===== config.mk =====
export PLATFORM = sky130hd
export DESIGN_NAME = pwm_gen
export DESIGN_NICKNAME = d
export VERILOG_FILES = /design/src/rtl/pwm_pkg.sv /design/src/rtl/pwm_deadtime.sv /design/src/rtl/pwm_gen.sv
export SDC_FILE = /design/constraint.sdc
export NUM_CORES = 1
export LEC_CHECK = 0
export ABC_AREA = 1
export CORE_MARGIN = 2
export CORE_UTILIZATION = 55
export CTS_CLUSTER_SIZE = 14
export DETAILED_ROUTE_END_ITERATION = 16
export HOLD_SLACK_MARGIN = 0.15
export PLACE_DENSITY = 0.94
export SYNTH_ARGS = -nofsm -noshare
export SYNTH_HDL_FRONTEND = slang
export SYNTH_SLANG_ARGS = --single-unit

===== constraint.sdc =====
create_clock -name clk -period 10.3 [get_ports clk]
set_input_delay 2.06 -clock clk [delete_from_list [all_inputs] [get_ports clk]]
set_output_delay 2.06 -clock clk [all_outputs]
set_load 0.01 [all_outputs]

===== src/rtl/pwm_pkg.sv =====
// Shared constants and types for the PWM generator.
// The dead-time state type is used only when PWM_DEADTIME_EN is defined.
package pwm_pkg;

    localparam int         CW_DEFAULT     = 16;
    localparam logic [1:0] FUNC_LEFT      = 2'b00;
    localparam logic [1:0] FUNC_RIGHT     = 2'b01;
    localparam int         FUNC_RANGE_BIT = 1;

    typedef enum logic [1:0] {
        ACT_LO = 2'b00,
        ACT_HI = 2'b01,
        DEAD   = 2'b10
    } dt_state_e;

endpackage


===== src/rtl/pwm_deadtime.sv =====
// Dead-band inserter: turns one PWM level into a complementary pair.
// Both outputs are low for dead_time cycles around every level change.
module pwm_deadtime
    import pwm_pkg::*;
(
    input  logic       clk,
    input  logic       rst,
    input  logic       pwm_en,
    input  logic       pwm_raw,
    input  logic [7:0] dead_time,
    output logic       pwm_out,
    output logic       pwm_out_n
);

    dt_state_e  state;
    dt_state_e  state_nxt;
    logic       target;
    logic       target_nxt;
    logic [7:0] cnt;
    logic [7:0] cnt_nxt;

    // A change of pwm_raw, including one during DEAD, restarts the dead band.
    // The counter holds the remaining DEAD cycles, so DEAD exits once it reaches 1.
    always_comb begin
        state_nxt  = state;
        target_nxt = target;
        cnt_nxt    = cnt;
        if (pwm_raw != target) begin
            target_nxt = pwm_raw;
            if (dead_time == 8'd0) begin
                state_nxt = pwm_raw ? ACT_HI : ACT_LO;
                cnt_nxt   = 8'd0;
            end else begin
                state_nxt = DEAD;
                cnt_nxt   = dead_time;
            end
        end else if (state == DEAD) begin
            if (cnt <= 8'd1) begin
                state_nxt = target ? ACT_HI : ACT_LO;
                cnt_nxt   = 8'd0;
            end else begin
                cnt_nxt = cnt - 8'd1;
            end
        end
    end

    always_ff @(posedge clk) begin
        if (rst || !pwm_en) begin
            state     <= ACT_LO;
            target    <= 1'b0;
            cnt       <= 8'd0;
            pwm_out   <= 1'b0;
            pwm_out_n <= 1'b0;
        end else begin
            state     <= state_nxt;
            target    <= target_nxt;
            cnt       <= cnt_nxt;
            pwm_out   <= (state_nxt == ACT_HI);
            pwm_out_n <= (state_nxt == ACT_LO);
        end
    end

endmodule


===== src/rtl/pwm_gen.sv =====
// PWM generator: compares the live counter value against double-buffered compare values.
// Optional macro PWM_DEADTIME_EN adds a complementary output with dead-band insertion.
module pwm_gen
    import pwm_pkg::*;
#(
    parameter int CW = CW_DEFAULT
) (
    input  logic          clk,
    input  logic          rst,
    input  logic          pwm_en,
    input  logic [CW-1:0] count_val,
    input  logic [CW-1:0] period,
    input  logic          upnotdown,
    input  logic [1:0]    functions,
    input  logic [CW-1:0] compare1,
    input  logic [CW-1:0] compare2,
`ifdef PWM_DEADTIME_EN
    input  logic [7:0]    dead_time,
    output logic          pwm_out_n,
`endif
    output logic          pwm_out,
    output logic          period_evt
);

    logic [CW-1:0] prev_cnt;
    logic [CW-1:0] cmp1_sh;
    logic [CW-1:0] cmp2_sh;
    logic [1:0]    func_sh;
    logic          wrap;
    logic [CW-1:0] eff_c1;
    logic [CW-1:0] eff_c2;
    logic [1:0]    eff_func;
    logic          raw;
    logic          pwm_raw;

    // Change detection keeps the event to one pulse however long the prescaler holds the count.
    assign wrap = (count_val != prev_cnt) &&
                  (upnotdown ? (count_val == '0) : (count_val == period));

    assign eff_c1   = wrap ? compare1  : cmp1_sh;
    assign eff_c2   = wrap ? compare2  : cmp2_sh;
    assign eff_func = wrap ? functions : func_sh;

    always_comb begin
        raw = 1'b0;
        if (eff_func[FUNC_RANGE_BIT]) begin
            raw = (eff_c1 < eff_c2) && (count_val >= eff_c1) && (count_val < eff_c2);
        end else if (eff_func == FUNC_RIGHT) begin
            raw = (count_val >= eff_c1);
        end else begin
            raw = (count_val < eff_c1);
        end
    end

    // While disabled the shadows track the inputs so enabling starts from fresh values.
    always_ff @(posedge clk) begin
        if (rst) begin
            prev_cnt   <= '0;
            cmp1_sh    <= '0;
            cmp2_sh    <= '0;
            func_sh    <= FUNC_LEFT;
            pwm_raw    <= 1'b0;
            period_evt <= 1'b0;
        end else begin
            prev_cnt <= count_val;
            if (!pwm_en || wrap) begin
                cmp1_sh <= compare1;
                cmp2_sh <= compare2;
                func_sh <= functions;
            end
            pwm_raw    <= pwm_en & raw;
            period_evt <= wrap & pwm_en;
        end
    end

`ifdef PWM_DEADTIME_EN
    pwm_deadtime u_deadtime (
        .clk       (clk),
        .rst       (rst),
        .pwm_en    (pwm_en),
        .pwm_raw   (pwm_raw),
        .dead_time (dead_time),
        .pwm_out   (pwm_out),
        .pwm_out_n (pwm_out_n)
    );
`else
    assign pwm_out = pwm_raw;
`endif

endmodule


After elaboration in Yosys (flattened, before gate mapping)

Index checks and enable logic that the tools add are counted.

Order comparisons: 4
Multiplexer cells: 6
Bitwise gates (word level): 2
Equal/unequal tests: 3
Reductions and logical operators: 6

Operators with widths:

| cell                 | number |
|---|---|
| $lt A16 B16 Y1       | 3 |
| $mux W16             | 2 |
| $eq A16 B16 Y1       | 1 |
| $ge A16 B16 Y1       | 1 |
| $logic_not A16 Y1    | 1 |
| $ne A16 B16 Y1       | 1 |
| $logic_and A1 B1 Y1  | 3 |
| $mux W1              | 3 |
| $and A1 B1 Y1        | 2 |
| $eq A2 B1 Y1 const B | 1 |
| $mux W2              | 1 |
| $logic_not A1 Y1     | 1 |
| $logic_or A1 B1 Y1   | 1 |

Flip-flop bits (word level): 52
Word-level logic and storage cells: 27
Output and inout bits: 2
Input bits: 70

Logic depth before layout (Yosys ltp)

Gate-level depths: netlist of the first run.

Depth in word-level cells: 9
Depth in mapped cells: 28
Mapped depth without buffers: 27

Least setup slack after synthesis of the first run

Ideal clock, no wire load.

Path type: input port to flip-flop
From: input count_val[15]
To: register pwm_raw (netlist: pwm_out)
Slack: 5.610 ns
Data required time: 10.190 ns
Buffers on the path: 2
Arrival: 4.580 ns
Cell stages on the path: 22
Library setup time: 0.110 ns
Path through: inv_1 > nand2_1 > nand2_1 > nor2_1 > nand2_1 > nor2_2 > a21oi_4 > nand2_4 > clkbuf_1 > buf_2 > nand2_1 > o21ai_0 > inv_1 > ha_1 > a21oi_1 > nor2_1 > a2111oi_0 > nand3_1 > nand2_1 > nand3_1 > nand2_1 > nor2_1

Word-level cells in the longest chain between the ends: 9
Elaborated cells on any way between the ends: 18
Those cells by class: order compare (4); eq/ne (3); mux (6); bitwise (1); reduce/logical (4)

Ends and longest elaborated chain:

| element                                             | line                         | text |
|---|---|---|
| start, declared                                     | pwm_gen.sv:11                | `input logic [CW-1:0] count_val,` |
| $eq A16 B16 Y1 or $logic_not A16 Y1 (tied branches) | pwm_gen.sv:38                | `(upnotdown ? (count_val == '0) : (count_val == period));` |
| $mux W1                                             | pwm_gen.sv:38                |  |
| $logic_and A1 B1 Y1                                 | pwm_gen.sv:37                | `assign wrap = (count_val != prev_cnt) &&` |
| $mux W16, on equally long branches                  | pwm_gen.sv:40, pwm_gen.sv:41 |  |
| $lt A16 B16 Y1 or $ge A16 B16 Y1 (tied branches)    | pwm_gen.sv:47, pwm_gen.sv:49 |  |
| $logic_and A1 B1 Y1 (2 in series)                   | pwm_gen.sv:47                | `raw = (eff_c1 < eff_c2) && (count_val >= eff_c1) && (count_val < eff_c2);` |
| $mux W1 (*)                                         | pwm_gen.sv:46                | `if (eff_func[FUNC_RANGE_BIT]) begin` |
| $and A1 B1 Y1 (*)                                   | pwm_gen.sv:71                | `pwm_raw <= pwm_en & raw;` |
| end signal, assigned                                | pwm_gen.sv:71                |  |
| end, declared                                       | pwm_gen.sv:34                | `logic pwm_raw;` |

Every way passes the cells marked *; elsewhere a longest branch is shown, timed or not.
A chain may end at the register's enable or synchronous reset.

Worst setup path after layout of the first run

From: input count_val[2]
To: register pwm_raw (netlist: pwm_out)

The elaborated chain is that of the path after synthesis.

==> results.txt, run 1 <==
The final layout contains routed wiring with a total length of 9.52 mm. By startpoint and endpoint, the worst setup path is classified as primary input to register. In this run the worst path has a maximum fanout of between 40 and 50. The type of the most critical hold path is register to register. Cells with a size suffix above 1 make up under 10% of the layout.

The worst hold slack is 0.463 ns. The first global-routing pass estimated 15.8 mm of wire. For this run, the register share of the synthesized area comes to ~27%. Measured along the y axis, the die boundary spans 87.1 microns.

The highest achievable clock rate is around 170 MHz. The tightest slew margin relative to the limit came out at approximately half. For the finished layout, the period the worst path requires is 5.77 ns. The number of hold violations in the final report is 0. The pin count of the biggest net entering global routing came out at 50. The overall global routing resource usage came out at 26.2%. The count of max-cap constraint violations came out at 0. The minimum setup slack after placement is 4.32 ns. The number of resized instances in the post-cts repair step came out at 0.

The final standard cell count with taps included and fillers excluded is 724. The run finished with clean final reports. The synthesis warning total is 0. For this configuration, the core starts out at a cell density of roughly 56%.

The number of standard cells after synthesis is 581. The clock arrives with 0.00831 ns of skew. The predominant post-synthesis flop cell is dfxtp_1.

In this run the deepest clock path goes through 2 buffers. The setup slack after layout is 4.53 ns. The layout has 550 filler cells. The first detailed-routing pass took 5 iterations. The net count after synthesis came out at 696. The worst setup path is launched from a primary input. The number of enable flip-flop cells after synthesis is 0.

The count of inserted antenna diode cells is 0. The total number of clock tree sinks came out at 52. The number of buffers added by the clock tree synthesis step came out at 5. The H-tree was split into 2 levels. The setup fix buffers added after clock tree synthesis is 0.

The die boundary width is roughly 87 microns. The number of global-route vias before repair was 3,647. The transition time at the pin with the least slew margin came out at between 0.7 and 0.8 ns. The total placed cells including tap cells came out at 716. The overall die area came out at 7590 sq um. Measured in cells, the most critical reg-to-reg path has a length of 22.

Clock-pin slew was measured on the worst setup and hold paths at 0.10 ns. Counting flops and latches in the post-synthesis netlist gives 52. The area growth from synthesis to final layout is 22.8%. The floorplan step defined a core boundary enclosing 6760 sq um.

The distinct cell type count of the synthesized netlist came out at 27. The count of unresolved DRC violations after routing came out at 0. The number of hold buffers added after cts is 0. Setup repair after global routing left no endpoint under its margin. Cells fill 69.1% of the core in the end. The number of antenna violations at the first check in global routing is 0.

The netlist area before placement came out at 3800 sq um. The DRC violation total after the first TritonRoute iteration came out at 161. The boundary pin count came out at between 70 and 80. In this run the core area contains 30 standard-cell rows. The TritonCTS clock tree is built. Routability-driven placement finished with a final weighted congestion of 0.875. The total congestion overflow after global routing came out at 0. The number of pins exceeding their max-slew limit in the final report came out at 0. The count of input and output buffers came out at 71. The tree is rooted in a clkbuf_8. The average cell area after synthesis came out at 6.54 sq um. Using the TritonRoute via totals, the vias-per-cell ratio works out to 5.29. The clock insertion delay at the later pin of the skew report came out at 0.32 ns. The sum of negative setup slack came out at 0 ns. The worst hold path passes through 2 cells. Setup violations remaining at the end of the flow were counted as 0. The residual antenna-violating net count after detailed routing is 0. The number of vias after detailed routing is 3,833. The data arrival time of the critical path came out at 6.00 ns. The number of nets in the layout is 758.

The async set-reset flop share out of synthesis is 0%. The required time at the worst-slack endpoint came out at ~11 ns. The leakage power figure is 0.00236 uW. After detailed routing, the average wire length per cell comes to 13.1 microns. The power density normalized to cell area came out at 115 nW/um^2. The worst-case IR drop observed on VDD is approximately 0.098 mV.

STA classifies the critical path endpoint as a register. The post-route fraction of the period consumed by the critical path is 56.0%. The half-perimeter wire length of the detailed placement result is 7.47 mm.
## cells in the mapped netlist (all sizes together), types with 6 or more instances
cell / instances / area (sq um)
buf: 6 / 30.0
inv: 94 / 353
xor2: 11 / 96.3
a21oi: 31 / 166
clkbuf: 12 / 45.0
nand2: 148 / 578
o21ai: 42 / 210
nand3: 15 / 75.1
nor2: 84 / 325
a211oi: 17 / 128
ha: 45 / 563
dfxtp: 52 / 1040
mux2i: 9 / 90.1
## logic make-up after synthesis
logic type / after synthesis / share of synthesized area, %
fa+ha+maj: 45 / 14.8
mux: 9 / 2.37
simple gates: 258 / 27.5
buf+inv: 112 / 11.3
xor+xnor: 11 / 2.54
flops: 52 / 27.4
compound gates: 94 / 14.1
## final timing paths
| path | end | startpoint | slack (ns) |
|---|---|---|---|
| setup / recovery | pwm_out | count_val[2] | 4.53 |
| hold / removal | func_sh[0] | func_sh[0] | 0.46 |
| setup reg to reg | pwm_out | prev_cnt[2] | 6.59 |
| hold reg to reg | func_sh[0] | func_sh[0] | 0.46 |
## flip-flops by register name (all words and copies together), names as in the netlist
| register | cells |
|---|---|
| pwm_out | 1 |
| func_sh | 2 |
| prev_cnt | 16 |
| period_evt | 1 |
| cmp1_sh | 16 |
| cmp2_sh | 16 |
## power breakdown
group | leakage [uW] | switching [uW] | internal, uW | total (uW)
clock | 0.0000548 | 75.9 | 73.3 | 149
sequential | 0.000433 | 6.48 | 215 | 222
combinational | 0.00187 | 94.0 | 73.7 | 168
total | 0.00236 | 176 | 362 | 539
## cells in the final DEF, fill, tap and decap left out, drive strengths merged, types with 2 or more instances in the layout
cell type / n
a211oi: 17
a21oi: 31
buf: 2
clkbuf: 5
clkdlybuf4s50: 71
dfxtp: 52
ha: 45
inv: 95
mux2i: 9
nand2: 148
nand3: 15
nand4: 4
nor2: 84
nor3: 3
o21ai: 42
o221ai: 2
or2: 3
xor2: 11
## critical path, cell delays in order
cell and delay [ns]:
clkdlybuf4s50_1 0.63, inv_2 0.09, nand2_1 0.07, nand2_1 0.05, nor2_1 0.16, nand2_1 0.11, nor2_4 0.14, a21oi_4 0.08
nand2_4 0.36, inv_2 0.21, or2_2 0.31, o21ai_0 0.13, ha_1 0.31, nand2_1 0.09, inv_1 0.05, nand3_1 0.09
a31oi_1 0.05, a2111oi_0 0.48, nand3_1 0.19, nand2_1 0.10, nand3_1 0.07, nand2_1 0.09, nor2_1 0.05
## per-layer routing
metal	vias to the layer above	wire length, microns	track usage, %
met5	-	0	0
met4	0	235	9.09
met3	21	551	3.60
met2	125	4480	44.8
met1	1725	4250	33.7
li1	1962	-	-
## final cells by class
cell class,count,area (sq um),share of cell area [%]
timing repair buffer,73,726,15.6
multi-input combinational,417,2330,50.0
clock inverter,3,46.3,0.992
sequential,52,1040,22.3
clock buffer,5,68.8,1.47
tap,80,100,2.15
inverter,94,353,7.56
## stage by stage
step	area [sq um]	power (uW)
final	4670	539
after global routing	4670	573
after CTS	4670	538
after detailed placement	4550	391
after global placement	4550	382
after floorplan	3800	329
Note: power is estimated with default switching activity, not from simulation.
==> run 2: changes to the inputs <==
--- a/config.mk
+++ b/config.mk
@@ -7,11 +7,11 @@
 export LEC_CHECK = 0
 export ABC_AREA = 1
 export CORE_MARGIN = 2
-export CORE_UTILIZATION = 55
+export CORE_UTILIZATION = 53
 export CTS_CLUSTER_SIZE = 14
 export DETAILED_ROUTE_END_ITERATION = 16
 export HOLD_SLACK_MARGIN = 0.15
-export PLACE_DENSITY = 0.94
+export PLACE_DENSITY = 0.91
 export SYNTH_ARGS = -nofsm -noshare
 export SYNTH_HDL_FRONTEND = slang
 export SYNTH_SLANG_ARGS = --single-unit
==> constraint.sdc (replaced) <==
create_clock -name clk -period 5.7 [get_ports clk]
set_input_delay 1.14 -clock clk [delete_from_list [all_inputs] [get_ports clk]]
set_output_delay 1.14 -clock clk [all_outputs]
set_load 0.01 [all_outputs]
==> results.txt, run 2 (synthesis gave the netlist of run 1 again) <==
The worst-case reg-to-reg path depth is 22 (unchanged). The post-place instance area came out at 4570 sq um (+0.44%). The boundary pin count was 72 (unchanged). The top fanout value on the critical path came to 45 (unchanged). The hold-critical path depth is 2 (unchanged). The DRC violation total after the first TritonRoute iteration came to 175 (+8.7%).

The starting utilization of the core area came out at 55.3% (-0.92 points). The count of input and output buffers came to 71 (unchanged). The clock period could shrink to 4.71 ns. The wire length of the first global-routing pass is 15.2 mm (-3.7%). The leading cell type in the layout, fill and taps excluded is nand2_1. The required time at the worst-slack endpoint came out at 5.92 ns (-4.61 ns). The clock insertion delay at the later pin of the skew report came to 0.31 ns (about the same). The placeable core region is 6870 sq um (+1.7%). The maximum vdd drop is 0.140 mV (+42%). The post-route fraction of the period consumed by the critical path is 82.7%. The number of antenna violations at the first check in global routing is 0 (unchanged). The power after layout is 959 uW (+78%). The overall global routing resource usage is 24.4% (-1.7 points). The transition time at the pin with the least slew margin came out at 0.730 ns (-0.00990 ns).

The maximum buffer depth of the clock tree was 2 (unchanged). The startpoint identified for the worst register-to-register timing path is prev_cnt[2]. The number of resized instances in the post-cts repair step came to 0 (unchanged). The total number of clock tree sinks is 52 (unchanged).

The clock-pin slew on the worst setup and hold paths is 0.10 ns (about the same). The number of nets in the layout came out at 758 (unchanged). The number of global-route vias before repair is 3,551 (-2.6%). The setup fix buffers added after clock tree synthesis came out at 0 (unchanged). The number of vias after detailed routing was 3,761 (-1.9%). The worst hold path belongs to the class register to register. The run finished with clean final reports.

The startpoint class of the critical path is a primary input. In this run the most critical hold path is launched from func_sh[0]. The largest registers in the layout are cmp1_sh: 16 flops, cmp2_sh: 16 flops, prev_cnt: 16 flops. Relative to the synthesized area, the layout overhead comes to 23.2%. The number of hold buffers added after cts came out at 0 (unchanged).

The number of hold violations in the final report came to 0 (unchanged). The highest achievable clock rate came out at roughly 210 MHz. The height of the die was 88.7 microns (+1.8%).

The overall die area was 7860 sq um (+3.6%). The library cells used most frequently in the layout, excluding fill and tap cells, are nand2_1, nor2_1, inv_1, clkdlybuf4s50_1, dfxtp_1. The total non-filler cell area in the finished layout is 4680 sq um (+0.35%). STA classifies the critical path endpoint as a register. The final setup violation count is 0 (unchanged). The end point of the worst hold path is func_sh[0]. The register-to-register setup slack is 2.15 ns (-4.44 ns). The pin count of the biggest net entering global routing came to 50 (unchanged).

The setup slack after layout is 0.989 ns (-3.54 ns). The fraction of final layout cells with drive strength greater than 1 is 5.28% (unchanged). The count of unresolved DRC violations after routing is 0 (unchanged).

The minimum setup slack after placement is 0.703 ns (-3.61 ns). The residual antenna-violating net count after detailed routing came to 0 (unchanged). The layout filler cell count is 612 (+11%). The count of inserted antenna diode cells came out at 0 (unchanged). The count of standard-cell rows came out at 30 (unchanged). The sum of routed wire length over all layers came to 9.23 mm (-3.0%). The total congestion overflow after global routing came to 0 (unchanged). The endpoint of the worst-slack reg-to-reg timing path is pwm_out. The number of pins exceeding their max-slew limit in the final report came to 0 (unchanged). The routability-driven placement congestion ratio came out at 0.912 (+4.3%). Setup repair after global routing left no endpoint under its margin.

The critical path is of the primary input to register type. The sum of negative setup slack was 0 ns (unchanged). The worst hold slack is 0.465 ns (+0.00238 ns). TritonCTS built the clock tree. The count of max-cap constraint violations is 0 (unchanged). The wire length per cell after detailed routing is 12.5 microns (-5.1%).

The die boundary width is 88.7 microns (+1.8%). The number of detailed-route iterations in the first pass was 5 (unchanged). The ratio of routed vias to standard cells is 5.08 (-4.0%). The half-perimeter wire length of the detailed placement result came out at 7.34 mm (-1.8%). The clock skew was 0.0102 ns (+0.00193 ns). The data arrival time of the critical path came out at 4.93 ns (-1.07 ns). The total number of H-tree levels came out at 2 (unchanged). The number of buffers added by the clock tree synthesis step came out at 5 (unchanged). The tightest slew margin relative to the limit came out at 51.3% (+0.66 points).

The power density normalized to cell area came out at 205 nW/um^2 (+77%). Clock tree synthesis selected as its root buffer the cell clkbuf_8. The leakage power figure is 0.00236 uW (about the same).
[run 2: changes by cell type in the layout (fill, tap and decap cells not counted)]
cell,previous run,this run
clkinv_2,0,1
inv_6,1,0
[run 2: worst max-delay path, cell delays in order]
cell and delay, ns:
clkdlybuf4s50_1 0.66, inv_2 0.09, nand2_1 0.08, nand2_1 0.05
nor2_1 0.09, nand2_1 0.09, nor2_4 0.11, a21oi_4 0.09
nand2_4 0.37, inv_2 0.21, or2_2 0.32, o21ai_0 0.11
ha_1 0.29, nand2_1 0.09, inv_1 0.05, nand3_1 0.08
a31oi_1 0.05, a2111oi_0 0.46, nand3_1 0.19, nand2_1 0.10
nand3_1 0.07, nand2_1 0.07, nor2_1 0.04
[run 2: layout make-up]
class / count / area [sq um] / area share (%)
flip-flops and latches: 52 / 1040 / 22.2
clock inverters: 3 / 42.5 / 0.909
multi-input cells: 417 / 2330 / 49.8
repair buffers: 73 / 726 / 15.5
clock buffers: 5 / 68.8 / 1.47
well taps: 96 / 120 / 2.57
inverters: 94 / 353 / 7.54
[run 2: routing by layer]
metal  wire length [microns]  vias to the layer above  track usage [%]
li1                        -                     1971                -
met1                    4130                     1653             30.9
met2                    4390                      115             42.9
met3                     525                       22             3.26
met4                     191                        0             7.58
met5                       0                        -                0
[run 2: worst max-delay path by stage]
stage	from	end	slack [ns]	cells after the start
after floorplan	count_val[15]	pwm_out	1.93	22
after CTS	count_val[2]	pwm_out	1.03	23
after detailed placement	count_val[2]	pwm_out	0.70	23
after global routing	count_val[14]	pwm_out	0.56	23
final	count_val[5]	pwm_out	0.99	23
after global placement	count_val[2]	pwm_out	0.87	23
[run 2: power by group]
part / switching [uW] / internal, uW / leakage, uW / total, uW
clock: 131 / 130 / 0.0000541 / 261
combinational: 165 / 133 / 0.00187 / 298
sequential: 11.5 / 389 / 0.000433 / 400
total: 308 / 652 / 0.00236 / 959
[run 2: per-stage QoR]
step,instances,util [%]
2_1_floorplan,581,-
4_1_cts,740,68.2
3_5_place_dp,732,66.5
3_3_place_gp,732,66.5
6_report,740,68.2
5_1_grt,740,68.2
==> run 3: changes to the inputs <==
--- a/config.mk
+++ b/config.mk
@@ -7,11 +7,11 @@
 export LEC_CHECK = 0
 export ABC_AREA = 1
 export CORE_MARGIN = 2
-export CORE_UTILIZATION = 53
+export CORE_UTILIZATION = 48
 export CTS_CLUSTER_SIZE = 14
 export DETAILED_ROUTE_END_ITERATION = 16
 export HOLD_SLACK_MARGIN = 0.15
-export PLACE_DENSITY = 0.91
+export PLACE_DENSITY = 0.87
 export SYNTH_ARGS = -nofsm -noshare
 export SYNTH_HDL_FRONTEND = slang
 export SYNTH_SLANG_ARGS = --single-unit
==> constraint.sdc (replaced) <==
create_clock -name clk -period 4.1 [get_ports clk]
set_input_delay 0.82 -clock clk [delete_from_list [all_inputs] [get_ports clk]]
set_output_delay 0.82 -clock clk [all_outputs]
set_load 0.01 [all_outputs]
==> results.txt, run 3 (synthesis gave the netlist of run 1 again) <==
Setup repair after global routing left no endpoint under its margin. The count of unresolved DRC violations after routing was 0 (unchanged). The pin count of the biggest net entering global routing is 50 (unchanged).

In the layout the commonest cells are nand2_1, nor2_1, inv_1, clkdlybuf4s50_1, dfxtp_1. The number of buffers and inverters on the critical path came out at 3 (-1). The switching share of power came out at 31.1% (-0.95 points). The number of buffers added by the clock tree synthesis step is 5 (unchanged). The placeable core region is 7690 sq um (+12%). The register-to-register setup slack came out at 1.01 ns (-1.14 ns). The critical path's most frequent cell is nand3_1.

The number of antenna violations at the first check in global routing came out at 0 (unchanged). The highest achievable clock rate came out at 261 MHz. The cell-internal power is 953 uW (+46%). The final standard cell count with taps included and fillers excluded is 761 (+2.8%). The total placed cells including tap cells is 752 (+2.7%). The total congestion overflow after global routing is 0 (unchanged). The half-perimeter wire length of the detailed placement result is 7.62 mm (+3.9%). Leaving out fill and tap cells, the most frequent cell in the layout is nand2_1. The required time at the worst-slack endpoint came out at 4.33 ns (-1.59 ns). The maximum buffer depth of the clock tree was 2 (unchanged). The final critical path time including I/O delays and setup is between 3 and 4 ns. The final design utilization came out at 63.4% (-4.7 points). The number of nets in the layout came out at 773 (+2.0%).

The power density normalized to cell area came to 284 nW/um^2 (+38%). The wire length of the first global-routing pass came to 15.8 mm (+4.0%). The path class of the tightest hold or removal check is register to register. The number of detailed-route iterations in the first pass is 5 (unchanged).

The total number of clock tree sinks came out at 52 (unchanged). The transition time at the pin with the least slew margin was 0.753 ns (+0.0228 ns). The leakage power figure came out at 0.00256 uW (+8.7%). The final setup violation count came to 0 (unchanged). The delay contributed by the slowest stage of the critical path came out at 0.49 ns (-0.17 ns). The clock skew came out at 0.00699 ns (-0.00326 ns). The sequential cell fraction of total power is 40.2% (-1.5 points). The die boundary width is 93.0 microns (+4.8%). The overall die area came to 8640 sq um (+9.9%). The ratio of routed vias to standard cells is 5.02 (-1.3%). The area of all sequential standard cells is 1040 sq um (unchanged). The data arrival time of the critical path came to 4.06 ns (-0.87 ns).

The starting utilization of the core area was 49.4% (-5.9 points). The number of pins exceeding their max-slew limit in the final report came out at 0 (unchanged). The top fanout value on the critical path came out at 18 (-60%). The number of hold violations in the final report is 0 (unchanged). The area growth from synthesis to final layout is 28.4%.

The multi-input combinational cell area is 2350 sq um (+0.64%). The count of standard-cell rows is 32 (+6.7%). The boundary pin count came out at 72 (unchanged).

The share of total power in combinational logic came out at 31.5% (+0.4 points). The overall global routing resource usage is 22.7% (-1.7 points). The count of input and output buffers was 71 (unchanged). The post-route fraction of the period consumed by the critical path is 93.5%.

The clock network fraction of design power is 28.3% (+1.1 points). The critical path in this run is classified as primary input to register. The capturing element type of the critical path is a register. The residual antenna-violating net count after detailed routing came out at 0 (unchanged). The number of hold buffers added after cts is 0 (unchanged). The sum of routed wire length over all layers is 9.65 mm (+4.5%). The total number of H-tree levels is 2 (unchanged). The number of global-route vias before repair is 3,697 (+4.1%). TritonCTS built the clock tree. The height of the die was 93.0 microns (+4.8%). The fraction of final layout cells with drive strength greater than 1 was 7.59% (+2.3 points). The tightest slew margin relative to the limit is 49.7% (-1.5 points). The routability-driven placement congestion ratio is 0.919 (+0.68%). The count of max-cap constraint violations is 0 (unchanged). The largest registers in the layout are cmp1_sh: 16 flops, cmp2_sh: 16 flops, prev_cnt: 16 flops. The cell type of the slowest stage on the worst timing path is clkdlybuf4s50_1.

CTS placed an instance of clkbuf_8 at the clock tree root. In this design, the largest share of critical-path delay is due to simple AND/OR/NAND/NOR gates. The count of inserted antenna diode cells came out at 0 (unchanged). The layout filler cell count came to 670 (+9.5%). The wire length per cell after detailed routing is 12.7 microns (+1.6%).

The reported net switching power came to 431 uW (+40%). The critical path goes through clkdlybuf4s50_1 -> nor2_1 -> nand3_1 -> nor2_1 -> a21oi_1 -> a21oi_4 -> nand2_8 -> buf_4 -> o21ai_1 -> inv_1 -> ha_1 -> nand3_1 -> a31oi_1 -> a2111oi_2 -> nand3_1 -> nand2_1 -> nand3_1 -> nand2_1 -> nor2_1. The flow ran to the end, and the final reports show no timing, DRC or antenna violations.

The maximum vdd drop is 0.170 mV (+21%). The number of vias after detailed routing came out at 3,818 (+1.5%). The worst hold slack came out at 0.461 ns (-0.00366 ns).

The clock-pin slew on the worst setup and hold paths came out at 0.10 ns (about the same). The DRC violation total after the first TritonRoute iteration is 153 (-13%). The clock insertion delay at the later pin of the skew report is 0.32 ns (about the same).

The worst setup path is launched from a primary input.
## run 3: final cells by class
type / count / area share, %
multi-input cells: 417 / 48.1
flip-flops and latches: 52 / 21.3
well taps: 102 / 2.62
inverters: 94 / 7.23
clock buffers: 7 / 1.98
clock inverters: 1 / 0.616
repair buffers: 88 / 18.1
## run 3: path summary, 6_finish.rpt
kind,start,endpoint,depth (start not counted)
worst min-delay path,func_sh[0],func_sh[0],2
worst min register to register,func_sh[0],func_sh[0],2
worst max-delay path,count_val[6],pwm_out,19
worst max register to register,prev_cnt[15],pwm_out,22
## run 3: routing by layer
| layer | wire length [microns] | share of wire [%] | track usage [%] |
|---|---|---|---|
| met1 | 4310 | 45 | 28.8 |
| met2 | 4480 | 46 | 38.9 |
| met3 | 604 | 6.3 | 3.46 |
| met4 | 247 | 2.6 | 8.58 |
| met5 | 0 | 0 | 0 |
## run 3: power by group through the flow
stage               combinational (uW)  clock [uW]  sequential (uW)
finish                             436         392              556
global route                       492         414              560
CTS                                427         396              556
detailed placement                 424           0              568
global placement                   404           0              566
floorplan                          261           0              564
## run 3: per-stage QoR
stage / TNS (ns) / setup slack [ns] / power [uW] / cell area, sq um
final: 0 / 0.268 / 1380 / 4880
after global routing: 0 / 0.00109 / 1470 / 4880
after CTS: 0 / 0.00145 / 1380 / 4820
after detailed placement: -0.329 / -0.329 / 992 / 4700
after global placement: 0 / 0.0144 / 970 / 4700
after floorplan: 0 / 0.650 / 825 / 3800
## run 3: repair_timing
item	in CTS	in global routing
setup endpoints to repair	0	1
gates resized for setup	0	21
setup buffers	0	1
## run 3: tightest hold or removal path: stages (launching register included)
cell and delay, ns:
dfxtp_1 0.31, inv_1 0.06, a21oi_1 0.05
